### src/rtl/traffic_light_ctrl.sv
// Two-road junction sequencer with a pedestrian walk phase; phase timers advance on the
// shared tick. All lamp outputs are flops loaded from the next state, so no input reaches an output combinationally.
module traffic_light_ctrl #(
    parameter int NS_GREEN_MIN = 8,
    parameter int EW_GREEN     = 6,
    parameter int YELLOW_TICKS = 4,
    parameter int ALLRED_TICKS = 1,
    parameter int WALK_TICKS   = 5
) (
    input  logic       clk,
    input  logic       rst_n,
    input  logic       tick,
    input  logic       sensor_ew,
    input  logic       ped_req,
    output logic [2:0] ns_light,
    output logic [2:0] ew_light,
    output logic       walk,
    output logic [2:0] phase
);

    localparam int MAX_A = (NS_GREEN_MIN > EW_GREEN) ? NS_GREEN_MIN : EW_GREEN;
    localparam int MAX_B = (YELLOW_TICKS > ALLRED_TICKS) ? YELLOW_TICKS : ALLRED_TICKS;
    localparam int MAX_C = (MAX_A > MAX_B) ? MAX_A : MAX_B;
    localparam int MAX_P = (MAX_C > WALK_TICKS) ? MAX_C : WALK_TICKS;
    localparam int TW    = ($clog2(MAX_P) > 1) ? $clog2(MAX_P) : 1;

    typedef enum logic [2:0] {
        S_NS_G = 3'd0,
        S_NS_Y = 3'd1,
        S_AR1  = 3'd2,
        S_EW_G = 3'd3,
        S_EW_Y = 3'd4,
        S_AR2  = 3'd5,
        S_PED  = 3'd6
    } state_t;

    state_t        state_q, state_d;
    logic [TW-1:0] timer_q, timer_d;
    logic          ew_pend_q, ew_pend_d;
    logic          ped_pend_q, ped_pend_d;
    logic [6:0]    lamps_q, lamps_d;
    logic          expire_s;

    // Timer value on which the current state's duration runs out.
    function automatic logic [TW-1:0] last_count(input state_t s);
        case (s)
            S_NS_G:  last_count = TW'(NS_GREEN_MIN - 1);
            S_NS_Y:  last_count = TW'(YELLOW_TICKS - 1);
            S_AR1:   last_count = TW'(ALLRED_TICKS - 1);
            S_EW_G:  last_count = TW'(EW_GREEN - 1);
            S_EW_Y:  last_count = TW'(YELLOW_TICKS - 1);
            S_AR2:   last_count = TW'(ALLRED_TICKS - 1);
            S_PED:   last_count = TW'(WALK_TICKS - 1);
            default: last_count = {TW{1'b0}};
        endcase
    endfunction

    // Lamp pattern {ns[2:0], ew[2:0], walk}; unknown encodings show all-red.
    function automatic logic [6:0] decode_lamps(input state_t s);
        case (s)
            S_NS_G:  decode_lamps = 7'b001_100_0;
            S_NS_Y:  decode_lamps = 7'b010_100_0;
            S_EW_G:  decode_lamps = 7'b100_001_0;
            S_EW_Y:  decode_lamps = 7'b100_010_0;
            S_PED:   decode_lamps = 7'b100_100_1;
            default: decode_lamps = 7'b100_100_0;
        endcase
    endfunction

    // Next-state, phase timer and request-latch logic.
    always_comb begin
        state_d    = state_q;
        timer_d    = timer_q;
        ew_pend_d  = ew_pend_q;
        ped_pend_d = ped_pend_q;
        expire_s   = tick && (timer_q == last_count(state_q));

        case (state_q)
            S_NS_G: begin
                if (expire_s && (ew_pend_q || ped_pend_q)) state_d = S_NS_Y;
                else                                       state_d = S_NS_G;
            end
            S_NS_Y: begin
                if (expire_s) state_d = S_AR1;
                else          state_d = S_NS_Y;
            end
            S_AR1: begin
                if (expire_s) state_d = ew_pend_q ? S_EW_G : S_PED;
                else          state_d = S_AR1;
            end
            S_EW_G: begin
                if (expire_s) state_d = S_EW_Y;
                else          state_d = S_EW_G;
            end
            S_EW_Y: begin
                if (expire_s) state_d = S_AR2;
                else          state_d = S_EW_Y;
            end
            S_AR2: begin
                if (expire_s) state_d = ped_pend_q ? S_PED : S_NS_G;
                else          state_d = S_AR2;
            end
            S_PED: begin
                if (expire_s) state_d = S_NS_G;
                else          state_d = S_PED;
            end
            default: state_d = S_AR2;
        endcase

        // NS green saturates at its last count while nothing is waiting.
        if (state_d != state_q)      timer_d = {TW{1'b0}};
        else if (tick && !expire_s)  timer_d = timer_q + TW'(1);
        else                         timer_d = timer_q;

        // Entering the serving state clears the latch even if the request is still high.
        if (state_d == S_EW_G && state_q != S_EW_G) ew_pend_d = 1'b0;
        else                                        ew_pend_d = ew_pend_q | sensor_ew;

        if (state_d == S_PED && state_q != S_PED) ped_pend_d = 1'b0;
        else                                      ped_pend_d = ped_pend_q | ped_req;

        lamps_d = decode_lamps(state_d);
    end

    // State, timer, request latches and registered lamp outputs.
    always_ff @(posedge clk or negedge rst_n) begin
        if (!rst_n) begin
            state_q    <= S_AR2;
            timer_q    <= {TW{1'b0}};
            ew_pend_q  <= 1'b0;
            ped_pend_q <= 1'b0;
            lamps_q    <= 7'b100_100_0;
        end else begin
            state_q    <= state_d;
            timer_q    <= timer_d;
            ew_pend_q  <= ew_pend_d;
            ped_pend_q <= ped_pend_d;
            lamps_q    <= lamps_d;
        end
    end

    assign ns_light = lamps_q[6:4];
    assign ew_light = lamps_q[3:1];
    assign walk     = lamps_q[0];
    assign phase    = state_q;

endmodule

### config.mk
export PLATFORM = sky130hd
export DESIGN_NAME = traffic_light_ctrl
export DESIGN_NICKNAME = d
export VERILOG_FILES = /design/src/rtl/traffic_light_ctrl.sv
export SDC_FILE = /design/constraint.sdc
export NUM_CORES = 1
export LEC_CHECK = 0
export BUFFER_PORTS_ARGS = -buffer_cell sky130_fd_sc_hd__buf_2
export CORE_MARGIN = 2
export CORE_UTILIZATION = 50
export DETAILED_ROUTE_END_ITERATION = 6
export PLACE_DENSITY = 0.76
export SLEW_MARGIN = 40
export SYNTH_ARGS = -nofsm -noshare
export SYNTH_HDL_FRONTEND = slang
export SYNTH_SLANG_ARGS = --single-unit
### constraint.sdc
create_clock -name clk -period 4.71 [get_ports clk]
set_clock_uncertainty 0.2 [all_clocks]
set_input_delay 0.942 -clock clk [delete_from_list [all_inputs] [get_ports clk]]
set_output_delay 0.942 -clock clk [all_outputs]
set_load 0.03 [all_outputs]
==> results, run 1 <==
- The flow ran to the end, and the final reports show no timing, DRC or antenna violations.
- The global-route wire length before repair is 3.48 mm.
- The max-slew violation count came to 0.
- The leakage power is 0.472 nW.
- Counting along the longest clock path gives a buffer depth of 2.
- The number of global-route vias before repair was 785.
- The post-synthesis sequential element count is 15.
- The type of destination of the critical path is an output port.
- In this run the number of H-tree levels came out at 1.
- During synthesis, Yosys emitted a total of 0 warnings.
- The worst register-to-register path begins at phase[2]$_DFF_PN1_.
- The signal on the critical path passes through buf_2.
- The critical path starts at phase[1]$_DFF_PN0_.
- The class of the tightest hold or removal check is input pin to asynchronous set/reset pin.
- Counting both buffers and inverters, the worst setup path holds a total of 1.
- The TritonCTS clock tree is done.
- Summed over its instances, the top area cell type makes up 26.2% of the synthesized netlist area.
- When the netlist entered floorplanning its net count stood at 108.
- The DRC marker count from the first detailed-route iteration is 12.
- In this run switching power makes up 47.6% of total power.
- The number of hold-repair buffers added at the cts stage is 0.
- For this design, the slowest cell found on the critical path is dfrtp_1.
- The share of total power dissipated in combinational logic is 55.0%.
- The initial core utilization is 53.5%.
- The final critical-path share of the clock period is 52.1%.
- The area of the die is 2480 µm².
- Dividing the detail-routed via count by the number of cells gives 5.61.
- The setup violation total in the final timing report is 0.
- Setup repair after global routing left no endpoint under its margin.
- The synthesized instance count is 102.
- In this run the standard cell core region covers 1960 µm².
- The routed design could run at a clock period as short as 2.45 ns.
- Fill cells in the final layout number 181.
- In this run, synthesis inferred 0 flip-flops with an integrated enable.
- The data arrival time of the critical path is 1.31 ns.
- The final hold slack is 0.335 ns.
- A synthesized cell averages 10.3 µm².
- After detailed routing, the number of remaining DRC violations is 0.
- The count of input and output buffers is 14.
- The pin count of the biggest net entering global routing is 21.
- Clock-pin slew was measured on the worst setup and hold paths at 0.09 ns.
- From synthesis to final layout, the design area changed by 8.46%.
- The longest individual stage delay on the worst path is 0.72 ns.
- The total global-route track usage is 17.8%.
- In this run the power density over the cells is 718 nW/µm².
- Summed over all layers, the global routing overflow is 0.
- The transition time of the tightest slew-check pin is 0.584 ns.
- The cell area after technology mapping is 1050 µm².
- The main flop type after synthesis is dfrtp_1.
- The wire length reported by the detailed router is 1.88 mm.
- The post-cts gate resize count is 0.
- Counting distinct cell types in the post-synthesis netlist gives 45.
- The internal power summed over all cells is 0.000428 W.
- Clock tree synthesis inserted a total of 3 buffers.
- Of all nets on the critical path, the largest fanout is 20.
- The post-place instance area is 1110 µm².
- The floorplan step set the die width to 49.8 µm.
- Measured along the y axis, the die boundary spans 49.8 µm.
- Clock tree synthesis selected as its root buffer the cell clkbuf_4.
- STA puts the critical path data required time at 3.57 ns.
- The worst setup path endpoint is phase[1].
- The fraction of final layout cells sized beyond drive strength 1 is 32.7%.
- The worst setup path is launched from a register.
- The dominant delay contributor by cell family on the critical path is flip-flops.
- Sequential cells were found to cover 36.2% of the synthesized design area.
- Static timing analysis puts the maximum clock frequency at 407 MHz.
- The fraction of registers with async set or reset after synthesis is 100%.
- The number of antenna diodes in the final layout is 0.
- Sequential cells burn 36.3% of the power.
- The reg-to-reg endpoint is ped_pend_q$_DFF_PN0_.
- Setup slack on the critical path of the routed design comes to 2.26 ns.
- At the end of the flow, the number of nets in the layout was 120.
- The detailed-router iteration count before antenna repair is 4.
- The final RePlAce weighted congestion is 0.770.
- The startpoint-to-endpoint class of the critical path is register to output port.
- For this design the total switching power over the nets is 0.000389 W.
- The flop-to-flop setup slack is 2.35 ns.
- The final setup TNS is 0 ns.
- The critical path depth is 1.
- The finished cells cover 1140 µm².
- The count of nets left with antenna violations once routing finished came out at 0.
- The setup fix buffers added after clock tree synthesis is 0.
- The initial antenna violation count is 0.
- Dividing the detail-routed wire length by the instance count gives 13.4 µm.
- The power share of the clock group is 8.6%.
- The headroom to the max-slew limit is 61.1%.
- By area the synthesized netlist is led by dfrtp_1 (26%), dfstp_2 (10%), nor4b_2 (4.3%).
- Measured in cells, the most critical reg-to-reg path has a length of 5.
- The largest voltage drop on the vdd net is 0.415 mV.
- The clock latency at the later pin of the worst-skew pair is 0.28 ns.
- Max-cap violations in this run came to 0.
- The worst setup slack before clock tree synthesis is 2.20 ns.
- The half-perimeter wire length after placement is 1.42 mm.
- The row count is 16.
- The final-report hold violation count came to 0.
- The biggest area contributor in the post-synthesis netlist is dfrtp_1.
- The number of placed I/O pins is 15.
- Clock tree synthesis found a total of 15 sinks.
- Detailed routing inserted a total of 786 vias.
how the worst min path moves through the flow:
stage                            to  slack [ns]  depth (start not counted)
4_1_cts        lamps_q[2]$_DFF_PN0_        0.34                          1
5_1_grt        lamps_q[1]$_DFF_PN0_        0.36                          1
3_3_place_gp   ped_pend_q$_DFF_PN0_        0.34                          1
6_report       lamps_q[2]$_DFF_PN0_        0.33                          1
2_1_floorplan  ped_pend_q$_DFF_PN0_        0.32                          1
3_5_place_dp   ped_pend_q$_DFF_PN0_        0.35                          1
area by class of cell:
type	instances	area, µm²	area share (%)
multi-input cells	75	608	53.4
inverters	5	18.8	1.65
clock inverters	1	5.00	0.440
clock buffers	3	22.5	1.98
repair buffers	14	70.1	6.15
well taps	27	33.8	2.97
flip-flops and latches	15	380	33.4
layout by cell type (no fill, tap or decap), types with 3 or more instances in the layout:
cell	netlist	routed
dfstp_2	4	4
a21oi_1	4	4
nand3_1	3	3
buf_2	4	14
nor2b_1	4	4
nand2_1	3	3
inv_1	5	5
nor2_1	10	10
nor3b_1	5	5
dfrtp_1	11	11
mux2i_1	3	3
nor4b_2	3	3
clkbuf_4	0	3
kinds of logic (layout without fill, tap and decap cells):
family,after synthesis,count (layout),synth area share (%)
xor+xnor,4,4,3.34
fa+ha+maj,1,1,1.19
simple gates,46,46,33.1
flops,15,15,36.2
compound gates,21,21,17.4
mux,3,3,2.86
buf+inv,12,23,5.84
metrics by stage:
step | instances | util [%] | power [W]
3_3_place_gp | 136 | 56.6 | 0.000740
4_1_cts | 140 | 58.0 | 0.000822
6_report | 140 | 58.0 | 0.000817
5_1_grt | 140 | 58.0 | 0.000887
2_1_floorplan | 102 | - | 0.000669
3_5_place_dp | 136 | 56.6 | 0.000748
registers in the layout (all words and copies together), names as in the netlist:
signal,cells
timer_q,3
ew_pend_q,1
lamps_q,7
phase,3
ped_pend_q,1
synthesized netlist by cell type (2+ instances only):
cell type  count
xnor2_1        2
o21ai_0        2
nor4b_2        3
xor2_1         2
buf_2          4
nor3_1         2
dfrtp_1       11
inv_1          5
o221ai_1       2
and4bb_2       2
and3b_1        2
dfstp_2        4
nor3b_1        5
and4b_1        2
mux2i_1        3
a31oi_1        2
nand3_1        3
nand2_1        3
nor2b_1        4
a21oi_1        4
nand2b_1       2
nor2_1        10
routing by layer:
metal | share of wire [%] | GRT usage (%) | up-vias
met2 | 45 | 27.8 | 17
li1 | - | - | 396
met4 | 1.3 | 6.94 | 0
met1 | 50 | 25.5 | 370
met3 | 3.3 | 1.82 | 3
met5 | 0 | 0 | -
power by group through the flow:
stage	Clock [W]	Combinational (W)	Sequential, W
2_1_floorplan	0	0.000370	0.000299
3_3_place_gp	0	0.000444	0.000296
3_5_place_dp	0	0.000450	0.000298
4_1_cts	0.0000726	0.000452	0.000297
5_1_grt	0.0000787	0.000495	0.000313
6_report	0.0000705	0.000450	0.000297
Note: power is estimated with default switching activity, not from simulation.
==> run 2: changes to the inputs <==
--- a/config.mk
+++ b/config.mk
@@ -5,11 +5,12 @@
 export SDC_FILE = /design/constraint.sdc
 export NUM_CORES = 1
 export LEC_CHECK = 0
+export ABC_AREA = 1
 export BUFFER_PORTS_ARGS = -buffer_cell sky130_fd_sc_hd__buf_2
 export CORE_MARGIN = 2
-export CORE_UTILIZATION = 50
+export CORE_UTILIZATION = 49
 export DETAILED_ROUTE_END_ITERATION = 6
-export PLACE_DENSITY = 0.76
+export PLACE_DENSITY = 0.78
 export SLEW_MARGIN = 40
 export SYNTH_ARGS = -nofsm -noshare
 export SYNTH_HDL_FRONTEND = slang
==> constraint.sdc (replaced) <==
create_clock -name clk -period 2.2 [get_ports clk]
set_clock_uncertainty 0.2 [all_clocks]
set_input_delay 0.44 -clock clk [delete_from_list [all_inputs] [get_ports clk]]
set_output_delay 0.44 -clock clk [all_outputs]
set_load 0.03 [all_outputs]
==> run 2 against run 1 <==
Net effect: hold slack worse by 0.18 ns; highest routed layer unchanged; die area down 4.2%; synthesized cell count up 15%; setup slack worse by 2.3 ns; critical path type is now register to register; critical endpoint is now ew_pend_q$_DFF_PN0_; global-route usage up 0.36 points; critical path depth up 13.
==> results, run 2 <==
- The sequential area share after synthesis came to 38.7% (+2.5 points).
- The number of nets in the layout came to 150 (+25%).
- The residual DRC count came to 0 (unchanged).
- The cell sitting at the root of the clock tree is a clkbuf_4.
- The routed via count is 865 (+10%).
- The total inserted antenna cells is 0 (unchanged).
- The total number of yosys warnings is 0 (unchanged).
- The power density of the placed cells is 1340 nW/µm² (+87%).
- The final-report hold violation count is 0 (unchanged).
- The biggest fanout along the worst timing path was 7 (-65%).
- The most frequent standard cell in the layout excluding fill and tap cells is nor2_1.
- The largest voltage drop on the vdd net was 0.727 mV (+75%).
- The row count is 16 (unchanged).
- The DRC marker count from the first detailed-route iteration is 10 (-2).
- The clock slew at the register clock pins of the worst setup and hold paths came to 0.08 ns (about the same).
- Counting flops per register, the top entry is lamps_q.
- The total design power is 0.00169 W (+110%).
- The data arrival time of the critical path is 2.18 ns (+0.87 ns).
- The ratio of routed vias to standard cells is 5.09 (-9.4%).
- The pin count of the biggest net entering global routing is 16 (-24%).
- The routed wirelength normalized by instance count came to 13.1 µm (-2.3%).
- The class of the tightest hold or removal check is input pin to register.
- The wire length reported by the detailed router came to 2.22 mm (+19%).
- The cell area after technology mapping is 982 µm² (-6.4%).
- The run finished with clean final reports.
- The global-route wire length before repair came to 3.42 mm (-1.6%).
- The CTS buffer count is 3 (unchanged).
- The power share of the clock group is 9.2% (+0.6 points).
- The clock latency at the later pin of the worst-skew pair came to 0.28 ns (about the same).
- The post-detailed-route count of antenna-violating nets came to 0 (unchanged).
- The number of global-route vias before repair is 831 (+5.9%).
- The sequential share of power is 28.2% (-8.1 points).
- The placeable core region was 1920 µm² (-2.0%).
- The TritonCTS sink count is 15 (unchanged).
- The main flop type after synthesis is dfrtp_1.
- The depth of the CTS H-tree is 1 (unchanged).
- The headroom to the max-slew limit is 78.3% (+17 points).
- The average footprint of a synthesized cell came to 8.39 µm² (-18%).
- The detailed-router iteration count before antenna repair was 4 (unchanged).
- The most numerous cell in the Yosys netlist is nand2_1.
- Setup repair after global routing could not meet its margin everywhere.
- The flip-flop count of the largest register, all copies and words added came to 7 (unchanged).
- By count the netlist is led by nand2_1 (17), nor2_1 (16), inv_1 (13).
- The startpoint-to-endpoint class of the critical path is register to register.
- The leakage power is 0.657 nW (+39%).
- The area used by multi-input combinational logic is 608 µm² (unchanged).
- The data required time at the worst endpoint was 2.18 ns (-1.39 ns).
- The combinational power share is 62.6% (+7.6 points).
- For this run, the top clock speed supported by timing is 455 MHz.
- The final RePlAce weighted congestion is 0.939 (+22%).
- The startpoint identified for the worst register-to-register timing path is phase[0]$_DFF_PN1_.
- The type of destination of the critical path is a register.
- The critical path ends at ew_pend_q$_DFF_PN0_.
- The floorplan die height is 48.8 µm (-2.1%).
- The chip width is 48.8 µm (-2.1%).
- In the layout the commonest cells are nor2_1 (15), buf_2 (14), inv_1 (13), nand2_1 (12).
- The met1 capacity usage during global routing was 22.6% (-2.9 points).
- The final critical-path share of the clock period is 99.8%.
- The number of placed I/O pins came to 15 (unchanged).
- The signed area change from the synthesized netlist to the final layout is 28.2%.
- The fraction of final layout cells sized beyond drive strength 1 came to 49.7% (+17 points).
- The area share of the largest cell type after synthesis is 28.0% (+1.8 points).
- The total global-route track usage came to 18.2% (+0.36 points).
- The initial antenna violation count is 0 (unchanged).
- The count of input and output buffers came to 14 (unchanged).
- The transition time of the tightest slew-check pin is 0.325 ns (-0.259 ns).
- The number of fillers in the final layout came to 179 (-1.1%).
- The max-slew violation count is 0 (unchanged).
- The switching share of power is 50.2% (+2.6 points).
- By area the synthesized netlist is led by dfrtp_1 (28%), dfstp_2 (11%), nand2_2 (7.6%).
- TritonCTS built the clock tree.
- The number of nets produced by synthesis is 123 (+14%).
- The cell count of the worst reg-to-reg path came to 14 (+9).
- The flop-to-flop setup slack was 0.004 ns (-2.35 ns).
- The number of different library cells in the post-synthesis netlist came to 29 (-36%).
- The global-route congestion overflow total is 0 (unchanged).
- The synthesized instance count is 117 (+15%).
- The cell taking the most area after synthesis is dfrtp_1.
- The buffer depth of the longest clock path is 2 (unchanged).
- The post-synthesis sequential element count is 15 (unchanged).
- The reg-to-reg endpoint is ew_pend_q$_DFF_PN0_.
- The internal power summed over all cells is 0.000839 W (+96%).
- The footprint of the flip-flops and latches was 380 µm² (unchanged).
- The area of the die is 2380 µm² (-4.2%).
- The half-perimeter wire length after placement is 1.50 mm (+5.5%).
- The met3 track demand over resource in global routing is 1.23% (-0.59 points).
- The fraction of registers with async set or reset after synthesis was 100% (unchanged).
- The setup violation total in the final timing report is 0 (unchanged).
- The max-cap check violation count is 0 (unchanged).
- The most critical setup path has its startpoint at phase[0]$_DFF_PN1_.
- STA classifies the critical path startpoint as a register.
- The initial core utilization is 51.1% (-2.4 points).
- The final hold slack is 0.157 ns (-0.177 ns).
- The met2 global-route usage came to 31.7% (+4.0 points).
- The count of flip-flops with a built-in enable after synthesis came to 0 (unchanged).
- The highest-utilization routing layer at the global route stage is met2.
- The net switching component of the power is 0.000847 W (+120%).
- For the finished layout, the period the worst path requires is 2.20 ns.
==> run 2: cell types whose count changed after synthesis, moves of 5 or more <==
cell,change
nand3_1,+7
nand2_1,+14
nor2_1,+6
nor3b_1,-5
inv_1,+8
nand2_2,+12
==> run 2: how the worst min path moves through the flow <==
stage,slack (ns),cells after the start,start,endpoint
detailed placement,0.16,1,rst_n,lamps_q[0]$_DFF_PN0_
global route,0.18,3,sensor_ew,ew_pend_q$_DFF_PN0_
finish,0.16,3,sensor_ew,ew_pend_q$_DFF_PN0_
CTS,0.15,3,sensor_ew,ew_pend_q$_DFF_PN0_
global placement,0.15,1,rst_n,lamps_q[0]$_DFF_PN0_
floorplan,-0.06,0,rst_n,ew_pend_q$_DFF_PN0_
==> run 2: layout make-up <==
class	instances	area share [%]
multi-input combinational	85	48.3
sequential	15	30.2
timing repair buffer	23	11.4
inverter	16	5.17
tap	27	2.68
clock buffer	3	1.79
clock inverter	1	0.398
==> run 2: power groups by stage <==
stage / Clock (W) / Sequential (W) / Combinational [W]
floorplan: 0 / 0.000567 / 0.000593
global placement: 0 / 0.000465 / 0.000842
detailed placement: 0 / 0.000468 / 0.000862
CTS: 0.000164 / 0.000464 / 0.000867
global route: 0.000178 / 0.000486 / 0.00115
finish: 0.000155 / 0.000475 / 0.00106
==> run 2: through the flow <==
| step | instance area [µm²] | TNS (ns) | std cells | util (%) | setup slack (ns) |
|---|---|---|---|---|---|
| floorplan | 982 | 0 | 117 | - | 0.124 |
| detailed placement | 1080 | 0 | 158 | 56.3 | 0.0738 |
| CTS | 1120 | 0 | 163 | 58.3 | 0.0527 |
| global route | 1260 | -0.861 | 170 | 65.5 | -0.148 |
| finish | 1260 | 0 | 170 | 65.5 | 0.00444 |
| global placement | 1080 | 0 | 158 | 56.3 | 0.120 |
==> run 2: cell families after synthesis <==
kind of cell	after synthesis	share of synthesized area [%]
adder cells (fa/ha/maj)	1	1.27
flip-flops	15	38.7
buffers and inverters	17	7.52
AND/OR/NAND/NOR	74	45.3
XOR/XNOR	2	1.78
AO/OA/AOI/OAI	7	4.20
multiplexers	1	1.15
==> run 2: worst max-delay path: stages (launching register included) <==
cell and delay [ns]:
dfstp_2 0.62, buf_6 0.13, nand2_4 0.05, nand3_4 0.09, nand2_2 0.08, nand2_4 0.10
nand2_4 0.06, nor2_4 0.15, nand3_2 0.13, nand2_4 0.12, nor2_8 0.06, nor2_4 0.11
nand2_1 0.06, o21ai_1 0.07, inv_1 0.05
==> run 2: per-layer routing <==
layer | wire [µm] | vias up
met5 | 0 | -
met4 | 32 | 0
met3 | 59 | 3
met2 | 1240 | 20
met1 | 889 | 417
li1 | - | 425
==> run 2: what timing repair did <==
| item | in CTS | in global routing |
|---|---|---|
| setup buffers | 0 | 7 |
| hold endpoints to repair | 11 | 0 |
| setup endpoints to repair | 0 | 7 |
| hold buffers | 1 | 0 |
| resized for setup | 0 | 20 |
